## src/rtl/lc3b_pipeline_ctrl.sv

```systemverilog
// lc3b_pipeline_ctrl: stall/flush sequencer for the 5-stage LC-3b pipeline.
// Ports: memory handshakes (imem_resp, dmem_resp, mem_op_valid) and hazard inputs
//   (ID sources, EX load destination, MEM taken branch) in; PC/stage load and
//   flush enables, fetch/data request, FSM state and saturating stall/flush
//   counters out.
// All enables are combinational from the current inputs and state. Only
//   ctrl_state and the counters are registered.
module lc3b_pipeline_ctrl #(
  parameter int CNT_WIDTH = 16
) (
  input  logic                 clk,
  input  logic                 reset,
  input  logic                 imem_resp,
  input  logic                 dmem_resp,
  input  logic                 mem_op_valid,
  input  logic                 id_valid,
  input  logic                 id_uses_sr1,
  input  logic                 id_uses_sr2,
  input  logic [2:0]           id_sr1,
  input  logic [2:0]           id_sr2,
  input  logic                 ex_is_load,
  input  logic [2:0]           ex_dest,
  input  logic                 mem_br_taken,
  output logic                 imem_read,
  output logic                 dmem_req,
  output logic                 load_pc,
  output logic                 pc_sel_redirect,
  output logic                 load_if_id,
  output logic                 load_id_ex,
  output logic                 load_ex_mem,
  output logic                 load_mem_wb,
  output logic                 flush_if_id,
  output logic                 flush_id_ex,
  output logic                 flush_ex_mem,
  output logic [1:0]           ctrl_state,
  output logic [CNT_WIDTH-1:0] stall_cnt,
  output logic [CNT_WIDTH-1:0] flush_cnt
);

  typedef enum logic [1:0] {
    ST_INIT     = 2'd0,
    ST_RUN      = 2'd1,
    ST_MEM_WAIT = 2'd2,
    ST_LU_STALL = 2'd3
  } state_e;

  localparam logic [CNT_WIDTH-1:0] CNT_ONE = CNT_WIDTH'(1);
  localparam logic [CNT_WIDTH-1:0] CNT_MAX = '1;

  state_e                state_q, state_d;
  logic [CNT_WIDTH-1:0]  stall_cnt_q, stall_cnt_d;
  logic [CNT_WIDTH-1:0]  flush_cnt_q, flush_cnt_d;

  logic mem_busy;
  logic lu_hazard;

  assign mem_busy  = (mem_op_valid & ~dmem_resp) | ~imem_resp;
  assign lu_hazard = ex_is_load & id_valid &
                     ((id_uses_sr1 & (id_sr1 == ex_dest)) |
                      (id_uses_sr2 & (id_sr2 == ex_dest)));

  always_comb begin
    state_d         = state_q;
    imem_read       = 1'b0;
    dmem_req        = 1'b0;
    load_pc         = 1'b0;
    pc_sel_redirect = 1'b0;
    load_if_id      = 1'b0;
    load_id_ex      = 1'b0;
    load_ex_mem     = 1'b0;
    load_mem_wb     = 1'b0;
    flush_if_id     = 1'b0;
    flush_id_ex     = 1'b0;
    flush_ex_mem    = 1'b0;

    if (state_q == ST_INIT) begin
      // Clear every stage register with a bubble; PC and fetch stay idle.
      load_if_id   = 1'b1;
      load_id_ex   = 1'b1;
      load_ex_mem  = 1'b1;
      load_mem_wb  = 1'b1;
      flush_if_id  = 1'b1;
      flush_id_ex  = 1'b1;
      flush_ex_mem = 1'b1;
      state_d      = ST_RUN;
    end else begin
      imem_read = 1'b1;
      dmem_req  = mem_op_valid;
      if (mem_busy) begin
        // Freeze everything until both memories answer.
        state_d = ST_MEM_WAIT;
      end else if (mem_br_taken) begin
        // Redirect squashes IF/ID/EX, including any load-use victim in ID.
        load_pc         = 1'b1;
        load_if_id      = 1'b1;
        load_id_ex      = 1'b1;
        load_ex_mem     = 1'b1;
        load_mem_wb     = 1'b1;
        flush_if_id     = 1'b1;
        flush_id_ex     = 1'b1;
        flush_ex_mem    = 1'b1;
        pc_sel_redirect = 1'b1;
        state_d         = ST_RUN;
      end else if (lu_hazard) begin
        // Hold PC and IF/ID, push one bubble into EX behind the load.
        load_id_ex  = 1'b1;
        flush_id_ex = 1'b1;
        load_ex_mem = 1'b1;
        load_mem_wb = 1'b1;
        state_d     = ST_LU_STALL;
      end else begin
        load_pc     = 1'b1;
        load_if_id  = 1'b1;
        load_id_ex  = 1'b1;
        load_ex_mem = 1'b1;
        load_mem_wb = 1'b1;
        state_d     = ST_RUN;
      end
    end

    stall_cnt_d = stall_cnt_q;
    flush_cnt_d = flush_cnt_q;
    if ((state_q != ST_INIT) && !load_pc && (stall_cnt_q != CNT_MAX))
      stall_cnt_d = stall_cnt_q + CNT_ONE;
    if ((state_q != ST_INIT) && pc_sel_redirect && (flush_cnt_q != CNT_MAX))
      flush_cnt_d = flush_cnt_q + CNT_ONE;

    // Reset drops every enable and request immediately.
    if (reset) begin
      imem_read       = 1'b0;
      dmem_req        = 1'b0;
      load_pc         = 1'b0;
      pc_sel_redirect = 1'b0;
      load_if_id      = 1'b0;
      load_id_ex      = 1'b0;
      load_ex_mem     = 1'b0;
      load_mem_wb     = 1'b0;
      flush_if_id     = 1'b0;
      flush_id_ex     = 1'b0;
      flush_ex_mem    = 1'b0;
    end
  end

  always_ff @(posedge clk or posedge reset) begin
    if (reset) begin
      state_q     <= ST_INIT;
      stall_cnt_q <= '0;
      flush_cnt_q <= '0;
    end else begin
      state_q     <= state_d;
      stall_cnt_q <= stall_cnt_d;
      flush_cnt_q <= flush_cnt_d;
    end
  end

  assign ctrl_state = state_q;
  assign stall_cnt  = stall_cnt_q;
  assign flush_cnt  = flush_cnt_q;

endmodule

```

## config.mk

```make
export PLATFORM = sky130hd
export DESIGN_NAME = lc3b_pipeline_ctrl
export DESIGN_NICKNAME = d
export VERILOG_FILES = /design/src/rtl/lc3b_pipeline_ctrl.sv
export SDC_FILE = /design/constraint.sdc
export NUM_CORES = 1
export LEC_CHECK = 0
export BUFFER_PORTS_ARGS = -buffer_cell sky130_fd_sc_hd__buf_4
export CAP_MARGIN = 20
export CORE_UTILIZATION = 49
export CTS_CLUSTER_DIAMETER = 100
export DETAILED_ROUTE_END_ITERATION = 10
export PLACE_DENSITY = 0.79
export SLEW_MARGIN = 20
export SYNTH_ARGS = -nofsm -noshare
export SYNTH_HDL_FRONTEND = slang
export SYNTH_SLANG_ARGS = --single-unit
```

## constraint.sdc

```tcl
create_clock -name clk -period 2.5 [get_ports clk]
set_input_delay 0.5 -clock clk [delete_from_list [all_inputs] [get_ports clk]]
set_output_delay 0.5 -clock clk [all_outputs]
set_load 0.05 [all_outputs]
```

Word level (Yosys, flattened, before mapping)
Cells that the tools add are included.
- muxes and demuxes: 29
- reductions and logical operators: 7
- equality and inequality tests: 4
- bitwise gates (word level): 9
- $add $sub $neg: 2
- operator list (cell ; count):
    $add 16x1->16 const B ; 2
    $ne 16x16->1 const B ; 2
    $mux 1 ; 25
    $mux 2 ; 4
    $eq 3x3->1 ; 2
    $and 1x1->1 ; 5
    $logic_and 1x1->1 ; 4
    $logic_not 2->1 ; 1
    $not 1->1 ; 2
    $or 1x1->1 ; 2
    $reduce_bool 2->1 ; 1
    $logic_not 1->1 ; 1
- input bits: 19
- word-level logic and storage cells: 54
- bits in registers: 34
- output and inout bits: 45

Longest topological paths before layout
- word-level depth: 11
- mapped depth: 6
- depth with buffers taken out: 6

Least setup slack after synthesis
Ideal clock, no wire load.
- kind: input to output
- start point: in id_sr2[0]
- end point: out load_pc
- setup slack: -1.298 ns
- arrival time: 3.298 ns
- cell stages on the path: 4
- path buffers: 0
- cells stage by stage: xnor2_1 nand4_1 a21oi_1 a2111oi_0
- word-level cells in the longest chain between the ends: 9
- RTL lines (item ; RTL line ; text):
    from (decl) ; 20 ; input logic [2:0] id_sr2,
    $eq 3x3->1 ; 60 ; (id_uses_sr2 & (id_sr2 == ex_dest)));
    $and 1x1->1 ; 60 ;
    $or 1x1->1 ; 59 ; ((id_uses_sr1 & (id_sr1 == ex_dest)) |
    $and 1x1->1 ; 58 ; assign lu_hazard = ex_is_load & id_valid &
    $mux 1 ; 104 ; end else if (lu_hazard) begin
    $mux 1 ; 92 ; end else if (mem_br_taken) begin
    $mux 1 ; 89 ; if (mem_busy) begin
    $mux 1 ; 76 ; if (state_q == ST_INIT) begin
    $mux 1 ; 129 ; if (reset) begin
    to (decl) ; 26 ; output logic load_pc,
Every way passes these cells.

Worst setup path after layout
- start point: in id_sr1[0]
- end point: out flush_id_ex
- word-level cells in the longest chain between the ends: 9
- RTL lines (item ; RTL line ; text):
    from (decl) ; 19 ; input logic [2:0] id_sr1,
    $eq 3x3->1 ; 59 ;
    $and 1x1->1 ; 59 ;
    $or 1x1->1 ; 59 ;
    $and 1x1->1 ; 58 ;
    $mux 1 ; 104 ;
    $mux 1 ; 92 ;
    $mux 1 ; 89 ;
    $mux 1 ; 76 ;
    $mux 1 ; 129 ;
    to (decl) ; 33 ; output logic flush_id_ex,
Every way passes these cells.

==> impl_metrics.tcl <==
set metrics [dict create \
    place_hpwl_mm 3.032 \
    synthTopCellsByArea "dfrtp_1 (47%), xnor2_1 (14%), nand4_1 (4.8%)" \
    critPathLaunchType "input port" \
    final_cells 294 \
    utilization_pct 71.28 \
    final_cell_mix "buf_4 (65), dfrtp_1 (34), xnor2_1 (30), nand3_1 (17), nand2_1 (16)" \
    rows 21 \
    die_x_microns 63.08 \
    synth_simple_gate_area_share_pct 27.04 \
    cts_resized 0 \
    wl_met1_mm 1.761 \
    slowest_stage "a21oi_1" \
    synthMuxAreaShare_pct 1.232 \
    required_ns 2.00 \
    clkSlewWorstSetupHoldPaths_ns 0.07 \
    rsz0062_at_grt "no" \
    fillerInstances 280 \
    layout_min_cycle_time_ns 2.126 \
    fin_crit_sh_pct 85.02 \
    worstSetupPathType "in2out" \
    cp_slowest_stage_delay_ns 0.26 \
    final.setup.tns_ns 0 \
    clock_sinks 34 \
    grt_max_degree 27 \
    reg2reg_depth 6 \
    wl_met3_microns 272 \
    ys_seq_elements 34 \
    port_buffers 63 \
    synth_nets 200 \
    final_layout_size_suffix_gt1_share_pct 35.08 \
    antenna_cells 0 \
    fin_worst_skew_ns 0.005949 \
    clock_path_buffers 2 \
    drc_errors 0 \
    ys_warn_count 0 \
    synth_cell_types 35 \
    fmax_ghz 0.4705 \
    synth_area_sq_um 1828 \
    wl_per_cell_microns 13.55 \
    relSlewSlack_pct 66.18 \
    core_sq_um 3442 \
    fin_nets 268 \
    cp_cell_sequence "buf_4, xnor2_1, nand4_1, a21oi_1, a21oi_1, nor2_1, buf_4" \
    firstDrtPassIters 4 \
    yosysTopAreaCellShare_pct 46.54 \
    drtIter0Drc 47 \
    grt_usage_pct 22.33 \
    worst-path-stages 7 \
    syn_to_final_growth_pct 34.22 \
    post_synth_fa_ha_maj_area_fraction_pct 1.369 \
    vias 1569 \
    maxCapViolations 0 \
    grt.overflow.total 0 \
    path_buf_inv 2 \
    end_kind "output pin" \
    hold_buffers 0 \
    mostFrequentLayoutCell "buf_4" \
    post_drt_via_cell_ratio 5.337 \
    synth_xor_area_share_pct 16.77 \
    status "completed" \
    cts_tree "built" \
    start_util_pct 53.11 \
    drtAntennaViolNets 0 \
    avgSynthCellArea_sq_um 10.21 \
    multi_input_area_sq_um 947.2 \
    slew_viol_final 0 \
    post-place-cells 286 \
    pre_cts_slack_ns 0.3807 \
    cts_made_buffers 5 \
    setup_viol 0 \
    dpl_cell_area_sq_um 2362 \
    wl_mm 3.983 \
    syn_inst 179 \
    netlist.top_cell.by_area "dfrtp_1" \
    grt_first_pass_wirelength_mm 6.996 \
    num_io_pins 64 \
    arrival_ns 1.63 \
    path_delay_family "compound AO/OA/AOI/OAI gates" \
    synth-compound-area-share_pct 4.723 \
    powerDensity_nw_per_um2 845.7 \
    die_h_microns 63.08 \
    htree_levels 2 \
    p_leak_nw 1.141 \
    post_cts_buffers 0 \
    hold_class "in2async" \
    synth_top_family_by_area "simple AND/OR/NAND/NOR gates" \
    synth_seq_area_share_pct 46.54 \
    dieArea_sq_um 3979 \
    path_max_fanout 2 \
    register_area_sq_um 850.8 \
    routabilityCongestion 0.7636 \
    highest_layer "met4" \
    worst_slew_pin_slew_ns 0.5027 \
    hold_viol 0 \
    clk_latency_ns 0.28 \
    fin_area_sq_um 2454 \
    vdd_ir_drop_max_mv 0.9289 \
    grt_pass1_vias 1498 \
    antenna_found_initial 0 \
    worst_slack_ns 0.3745 \
    clockRootBuffer "clkbuf_8" \
    met2_length_mm 1.888 \
]
## per-layer routing
layer  track usage, %  vias up
met2            35.08       51
li1                 -      769
met1            29.47      744
met4            8.721        0
met5                0        -
met3            5.616        5
## layout make-up
cell class	count	share of cell area [%]
Sequential cell	34	34.68
Inverter	4	0.7649
Clock buffer	7	3.519
Clock inverter	1	0.2040
Multi-Input combinational cell	137	38.60
Tap cell	46	2.346
Timing Repair Buffer	65	19.89
## worst paths after layout
kind	start	end	slack (ns)
min reg2reg	flush_cnt[13]	flush_cnt[13]	0.51
max in group asynchronous	reset	flush_cnt[14]	1.75
min in group clk	flush_cnt[13]	flush_cnt[13]	0.51
min	reset	ctrl_state[1]	0.18
max	id_sr1[0]	flush_id_ex	0.37
max reg2reg	stall_cnt[0]	stall_cnt[1]	0.49
## state kept, by name, summed over array words and instances (netlist names)
name,count
ctrl_state,2
flush_cnt,16
stall_cnt,16
## per-stage QoR
stage	hold slack (ns)	total power, mW
floorplan	0.4461	1.397
global route	0.2006	2.186
CTS	0.1850	2.088
finish	0.1830	2.075
detailed placement	0.4916	1.677
global placement	0.4868	1.662
## synth_stat cells, drive strengths merged
| master | number |
|---|---|
| a2111oi | 2 |
| a21oi | 5 |
| a31o | 1 |
| and2 | 2 |
| and3 | 7 |
| and4 | 3 |
| buf | 4 |
| dfrtp | 34 |
| ha | 2 |
| inv | 4 |
| mux2 | 2 |
| nand2 | 16 |
| nand2b | 2 |
| nand3 | 18 |
| nand3b | 1 |
| nand4 | 14 |
| nand4b | 1 |
| nor2 | 13 |
| nor2b | 1 |
| nor3 | 2 |
| nor4 | 5 |
| o211ai | 1 |
| o41ai | 2 |
| or2 | 2 |
| xnor2 | 30 |
| xor2 | 5 |
## power breakdown
part	internal, mW	switching (mW)	leakage, nW	total, mW
sequential	0.649	0.137	0.447	0.786
clock	0.222	0.189	0.0482	0.411
combinational	0.289	0.589	0.646	0.878
## worst reg2reg max path, delay by kind of cell, from the launching register on
kind,cells,cell delay [ns]
mux,1,0.34
fa+ha+maj,1,0.21
flops,1,0.41
simple gates,4,0.93
## kinds of logic after synthesis
| logic type | Yosys count |
|---|---|
| AND/OR/NAND/NOR | 87 |
| XOR/XNOR | 35 |
| flip-flops | 34 |
| AO/OA/AOI/OAI | 11 |
| buffers and inverters | 8 |
| multiplexers | 2 |
| adder cells (fa/ha/maj) | 2 |
(Power assumes the default switching activity.)
